==> src/rtl/linear_layer_fifo_pkg.sv <==
// -----------------------------------------------------------------------------
// linear_layer_fifo_pkg
// Shared definitions for the linear-layer SRL FIFO:
//   - out_state_e   : output-register FSM encoding (OUT_EMPTY / OUT_VALID)
//   - clog2()       : elaboration-time ceil(log2) for address sizing
//   - DEFAULT_*     : default geometry and almost-full threshold
// No ports (package).
// -----------------------------------------------------------------------------
package linear_layer_fifo_pkg;

  typedef enum logic {
    OUT_EMPTY = 1'b0,
    OUT_VALID = 1'b1
  } out_state_e;

  localparam int DEFAULT_DATA_WIDTH   = 8;
  localparam int DEFAULT_NUM_CH       = 2;
  localparam int DEFAULT_DEPTH        = 16;
  localparam int DEFAULT_AFULL_THRESH = 14;

  // Smallest r with 2**r >= value (value >= 1).
  function automatic int clog2(input int value);
    int r;
    r = 0;
    for (int i = 0; i < 31; i++) begin
      if ((1 << i) < value) r = i + 1;
    end
    return r;
  endfunction

endpackage

==> src/rtl/linear_layer_srl_store.sv <==
// -----------------------------------------------------------------------------
// linear_layer_srl_store
// Shift-register storage, WIDTH bits x DEPTH entries, with an asynchronous
// (combinational) read port. Contents are not reset.
// Ports:
//   clk   in  rising-edge clock
//   we    in  shift enable: entry 0 takes din, entry i takes entry i-1
//   addr  in  read address (0 = newest)
//   din   in  WIDTH-bit write data
//   dout  out WIDTH-bit data at addr
// -----------------------------------------------------------------------------
module linear_layer_srl_store #(
  parameter int WIDTH      = 16,
  parameter int DEPTH      = 16,
  parameter int ADDR_WIDTH = 4
) (
  input  logic                  clk,
  input  logic                  we,
  input  logic [ADDR_WIDTH-1:0] addr,
  input  logic [WIDTH-1:0]      din,
  output logic [WIDTH-1:0]      dout
);

  logic [WIDTH-1:0] r_mem [DEPTH];

  always_ff @(posedge clk) begin
    if (we) begin
      r_mem[0] <= din;
      for (int i = 1; i < DEPTH; i++) begin
        r_mem[i] <= r_mem[i-1];
      end
    end
  end

  assign dout = r_mem[addr];

endmodule

==> src/rtl/linear_layer_srl_fifo_mc.sv <==
// -----------------------------------------------------------------------------
// linear_layer_srl_fifo_mc
// Multi-channel SRL FIFO: NUM_CH lanes of DATA_WIDTH bits share one handshake.
// Optional output register (OUT_REG=1) adds one entry of capacity and breaks
// the combinational SRL read path.
// Ports:
//   clk, reset        clock, synchronous active-high reset
//   if_full_n         out  space available in the SRL
//   if_write_ce/write in   write clock-enable / request
//   if_din            in   NUM_CH*DATA_WIDTH, lane k at [k*DATA_WIDTH +: DATA_WIDTH]
//   if_almost_full    out  if_count >= AFULL_THRESH
//   if_empty_n        out  if_dout holds valid data
//   if_read_ce/read   in   read clock-enable / request
//   if_dout           out  oldest entry
//   if_count          out  total occupancy (SRL + output register)
// -----------------------------------------------------------------------------
module linear_layer_srl_fifo_mc
  import linear_layer_fifo_pkg::*;
#(
  parameter int DATA_WIDTH   = DEFAULT_DATA_WIDTH,
  parameter int NUM_CH       = DEFAULT_NUM_CH,
  parameter int DEPTH        = DEFAULT_DEPTH,
  parameter int ADDR_WIDTH   = clog2(DEPTH),
  parameter int AFULL_THRESH = DEFAULT_AFULL_THRESH,
  parameter int OUT_REG      = 0
) (
  input  logic                         clk,
  input  logic                         reset,
  output logic                         if_full_n,
  input  logic                         if_write_ce,
  input  logic                         if_write,
  input  logic [NUM_CH*DATA_WIDTH-1:0] if_din,
  output logic                         if_almost_full,
  output logic                         if_empty_n,
  input  logic                         if_read_ce,
  input  logic                         if_read,
  output logic [NUM_CH*DATA_WIDTH-1:0] if_dout,
  output logic [ADDR_WIDTH:0]          if_count
);

  localparam int W = NUM_CH * DATA_WIDTH;
  localparam logic [ADDR_WIDTH:0] C_DEPTH = (ADDR_WIDTH+1)'(DEPTH);
  localparam logic [ADDR_WIDTH:0] C_AFULL = (ADDR_WIDTH+1)'(AFULL_THRESH);

  logic [ADDR_WIDTH:0]   r_cnt;
  logic [ADDR_WIDTH-1:0] w_addr;
  logic [W-1:0]          w_srl_dout;
  logic                  w_full_n;
  logic                  w_empty_n;
  logic                  w_push;
  logic                  w_pop_ext;
  logic                  w_srl_pop;
  logic                  w_out_valid;
  logic [W-1:0]          w_dout;

  assign w_full_n  = (r_cnt != C_DEPTH);
  assign w_push    = if_write & if_write_ce & w_full_n;
  assign w_pop_ext = if_read & if_read_ce & w_empty_n;

  // cnt-1 saturated at 0. The low ADDR_WIDTH bits suffice because
  // cnt-1 < DEPTH <= 2**ADDR_WIDTH, so the modulo subtraction is exact.
  assign w_addr = (r_cnt == '0) ? '0 : (r_cnt[ADDR_WIDTH-1:0] - ADDR_WIDTH'(1));

  always_ff @(posedge clk) begin
    if (reset) begin
      r_cnt <= '0;
    end else begin
      case ({w_push, w_srl_pop})
        2'b10:   r_cnt <= r_cnt + 1'b1;
        2'b01:   r_cnt <= r_cnt - 1'b1;
        default: r_cnt <= r_cnt;
      endcase
    end
  end

  linear_layer_srl_store #(
    .WIDTH      (W),
    .DEPTH      (DEPTH),
    .ADDR_WIDTH (ADDR_WIDTH)
  ) u_store (
    .clk  (clk),
    .we   (w_push),
    .addr (w_addr),
    .din  (if_din),
    .dout (w_srl_dout)
  );

  generate
    if (OUT_REG != 0) begin : g_out_reg
      out_state_e r_state;
      out_state_e w_state_next;
      logic       w_load;
      logic [W-1:0] r_dout_reg;
      logic       w_srl_nonempty;

      assign w_srl_nonempty = (r_cnt != '0);

      always_ff @(posedge clk) begin
        if (reset) r_state <= OUT_EMPTY;
        else       r_state <= w_state_next;
      end

      always_comb begin
        w_state_next = r_state;
        case (r_state)
          OUT_EMPTY: if (w_srl_nonempty) w_state_next = OUT_VALID;
          OUT_VALID: if (w_pop_ext && !w_srl_nonempty) w_state_next = OUT_EMPTY;
          default:   w_state_next = OUT_EMPTY;
        endcase
      end

      // Loading the output register is the SRL's pop: either filling an
      // empty stage or refilling right behind a consumer pop.
      always_comb begin
        w_load = 1'b0;
        case (r_state)
          OUT_EMPTY: w_load = w_srl_nonempty;
          OUT_VALID: w_load = w_pop_ext && w_srl_nonempty;
          default:   w_load = 1'b0;
        endcase
      end

      always_ff @(posedge clk) begin
        if (reset)       r_dout_reg <= '0;
        else if (w_load) r_dout_reg <= w_srl_dout;
      end

      assign w_srl_pop   = w_load;
      assign w_empty_n   = (r_state == OUT_VALID);
      assign w_out_valid = (r_state == OUT_VALID);
      assign w_dout      = r_dout_reg;
    end else begin : g_no_out_reg
      assign w_srl_pop   = w_pop_ext;
      assign w_empty_n   = (r_cnt != '0);
      assign w_out_valid = 1'b0;
      assign w_dout      = w_srl_dout;
    end
  endgenerate

  assign if_full_n      = w_full_n;
  assign if_empty_n     = w_empty_n;
  assign if_dout        = w_dout;
  assign if_count       = r_cnt + (ADDR_WIDTH+1)'(w_out_valid);
  assign if_almost_full = (if_count >= C_AFULL);

endmodule

==> config.mk <==
export PLATFORM = sky130hd
export DESIGN_NAME = linear_layer_srl_fifo_mc
export DESIGN_NICKNAME = d
export VERILOG_FILES = /design/src/rtl/linear_layer_fifo_pkg.sv /design/src/rtl/linear_layer_srl_store.sv /design/src/rtl/linear_layer_srl_fifo_mc.sv
export SDC_FILE = /design/constraint.sdc
export NUM_CORES = 1
export LEC_CHECK = 0
export BUFFER_PORTS_ARGS = -buffer_cell sky130_fd_sc_hd__clkbuf_2
export CAP_MARGIN = 0
export CORE_UTILIZATION = 58
export DETAILED_ROUTE_END_ITERATION = 6
export PLACE_DENSITY_LB_ADDON = 0.3
export SETUP_SLACK_MARGIN = 0.4
export SYNTH_ARGS = -nofsm -noshare
export SYNTH_HDL_FRONTEND = slang
export SYNTH_SLANG_ARGS = --single-unit
==> constraint.sdc <==
create_clock -name clk -period 12.3 [get_ports clk]
set_clock_uncertainty 0.2 [all_clocks]
set_input_delay 1.23 -clock clk [delete_from_list [all_inputs] [get_ports clk]]
set_output_delay 1.23 -clock clk [all_outputs]
set_load 0.02 [all_outputs]
==> results.md <==
* Run status: complete, but fails checks
* Failing checks: design-rule violations
* Mapped cell area at 10800 um2
* Clock power share at 33.8%
* Hold-fix buffers, CTS at 0
* Initial DRC Count at 885
* TritonCTS Buffers at 26
* DP Cell Count at 947
* DR vias at 6365
* Num ports at 46
* Synth warn at 0
* CTS Root Cell: clkbuf_16
* First-pass GRT wire length at 34500 um
* Ant. Diodes at 0
* Final WL at 21100 um
* Final nets at 776
* XOR/XNOR Fraction of Synth Area at 0.162%
* Final Cycle Share at 47.4%
* Antenna Nets Post-Route at 0
* Area growth from synthesis to layout at 11.7%
* Mapped Avg Cell Area at 15.1 um2
* F_max at 0.171 GHz
* Worst Path Max Fanout at 49
* Yosys cell types at 56
* Wire per inst at 21.2 um
* Starting Density at 59.7%
* Number of global-route vias before repair at 6252
* # setup viols final at 0
* DIE HEIGHT at 138 um
* Post-route cell area at 12100 um2
* Final Hold Violating Endpoints at 0
* Dpl hpwl at 12400 um
* Worst-path clk slew at 0.06 ns
* Die Wd at 138 um
* Worst hold-check path type: flip-flop to flip-flop
* Adder-Cell Fraction of Synth Area at 0.996%
* Main combinational cell family by area after synthesis: compound AO/OA/AOI/OAI gates
* Worst Tran Pin Value at 1.19 ns
* Max-Cap Viols at 0
* Crit path required time at 10.87 ns
* Final min period at 5.84 ns
* Resize count post-CTS at 0
* RSZ-0062 raised after global routing: false
* Power density over the cells at 201 nW/um2
* Mux cell area share after synthesis at 6.12%
* Slew Limit Fails at 0
* Synth Flop Type: edfxtp_1
* Initial antenna violation count at 0
* Vias per cell at 6.40
* Clock Latency Late Sink at 0.52 ns
* Port bufs at 45
* Drt pass-1 iters at 7
* Total grt overflow at 0
* Startpoint Class: flip-flop
* Sw frac at 29.6%
* Slew HR at 20.8%
* Cells after Synth at 714
* Number of synthesized flops with an enable pin at 256
* Clock sink count at 261
* Final core utilization at 66.7%
* Setup CP Type: flip-flop to primary output
* Comb pwr share at 22.9%
* Simple-gate share of the synthesized area at 7.92%
* Reg power frac at 43.2%
* Leak at 4.06 nW
* #FFs+latches synth at 261
* Layout cells sized above 1 at 16.6%
* # H-tree levels at 1
* Cell Int Power at 1.71 mW
* Mapped Nets at 744
* CP arrival at 4.41 ns
* Largest net degree at the start of global routing at 167
* Worst vdd ir at 197 uV
* Setup TNS Final at 0 ns
* Setup repair bufs after CTS at 0
* Synth Area in Compound Gates at 10.5%
* Seq/Total Area, Yosys at 72.1%
* # DRC at 4
* P_sw at 0.718 mW
* Routability congestion estimate at 0.810
* All-Layer GR Usage at 22.7%
* CTS tree: yes
* Row count at 49
* Dpl cell area at 11200 um2
* Final non-filler cell total at 995
* Max Buffers Root-to-Sink at 3
* Core Area at 18100 um2
* Die Footprint at 19200 um2
* Share of async-settable or async-resettable flops after synthesis at 0%
* Worst Setup End Kind: primary output
[synthesized netlist by cell type (15+ instances only)]
master / count / share of area, %
a21oi_1: 38 / 1.8
mux2_2: 16 / 1.7
o2111ai_1: 15 / 1.2
mux2i_1: 48 / 4.4
or3_1: 31 / 1.8
nor3_1: 33 / 1.5
nand2_1: 18 / 0.63
clkbuf_1: 21 / 0.73
a222oi_1: 15 / 1.4
nor2_1: 56 / 1.9
edfxtp_1: 256 / 71
a221o_1: 15 / 1.4
o21ai_0: 48 / 2.2
[flip-flops by register name (all words and copies together), names as in the netlist]
name	flops
r_cnt	5
u_store.r_mem	256
[worst max-delay path, stage by stage, from the launching register on]
cell and delay [ns]:
dfxtp_4 0.66, clkinv_1 0.17, ha_1 0.27, nor4b_4 0.14
buf_4 0.31, inv_2 0.66, and3_1 0.67, a222oi_1 0.26
or3_1 0.39, o211ai_1 0.11, clkbuf_2 0.21
[cells in the final DEF, fill, tap and decap left out, types with 6 or more instances in the layout]
master	count
clkbuf_2	45
ha_1	7
clkbuf_1	6
nor3_1	33
edfxtp_1	256
o21ai_0	48
clkbuf_16	27
mux2i_1	48
or3_1	31
o211ai_1	6
o2111ai_1	15
mux2_2	16
buf_4	7
a221o_1	15
nand2_1	18
a21oi_1	38
a222oi_1	15
nor2_1	55
o211ai_2	10
[power by group through the flow]
stage | clock network [mW] | registers, mW | logic, mW
2_1_floorplan | 0 | 1.06 | 0.403
3_5_place_dp | 0 | 1.07 | 0.550
5_1_grt | 0.867 | 1.05 | 0.602
3_3_place_gp | 0 | 1.06 | 0.536
4_1_cts | 0.831 | 1.05 | 0.554
6_report | 0.821 | 1.05 | 0.557
[routing by layer]
layer	vias to the layer above	routed length, um	share of wire, %	GRT usage, %
met5	-	0	0	0
li1	2894	-	-	-
met4	0	357	1.7	6.21
met1	3098	8820	42	32.7
met2	336	10200	48	35.9
met3	37	1760	8.3	4.05
[cell type report]
type,instances,area (um2)
fillers,1198,6030
clock buffers,36,739
repair buffers,52,278
multi-input cells,399,2780
clock inverters,12,159
flip-flops and latches,261,7790
well taps,229,287
inverters,6,30.0
[path summary, 6_finish.rpt]
| path | startpoint | end | slack, ns | cells past startpoint |
|---|---|---|---|---|
| hold reg to reg | u_store.r_mem[6][11] | u_store.r_mem[7][11] | 0.24 | 0 |
| hold / removal | u_store.r_mem[6][11] | u_store.r_mem[7][11] | 0.24 | 0 |
| setup / recovery | r_cnt[0] | if_dout[3] | 6.46 | 10 |
| setup reg to reg | r_cnt[0] | r_cnt[4] | 7.73 | 14 |
[stage by stage]
stage / setup slack [ns] / total power [mW] / hold slack, ns
5_1_grt: 6.21 / 2.52 / 0.244
2_1_floorplan: 4.77 / 1.46 / 0.218
3_5_place_dp: 7.11 / 1.62 / 0.229
3_3_place_gp: 7.25 / 1.60 / 0.223
6_report: 6.46 / 2.43 / 0.239
4_1_cts: 6.49 / 2.43 / 0.239
[cell families (layout without fill, tap and decap cells)]
| logic type | Yosys count | in the layout |
|---|---|---|
| and+or+nand+nor | 165 | 165 |
| adders and majority gates | 8 | 8 |
| AOI/OAI and AO/OA | 160 | 160 |
| muxes | 64 | 64 |
| DFF | 261 | 261 |
| buffers and inverters | 54 | 106 |
| xor gates and xnor gates | 2 | 2 |
(Power assumes the default switching activity.)
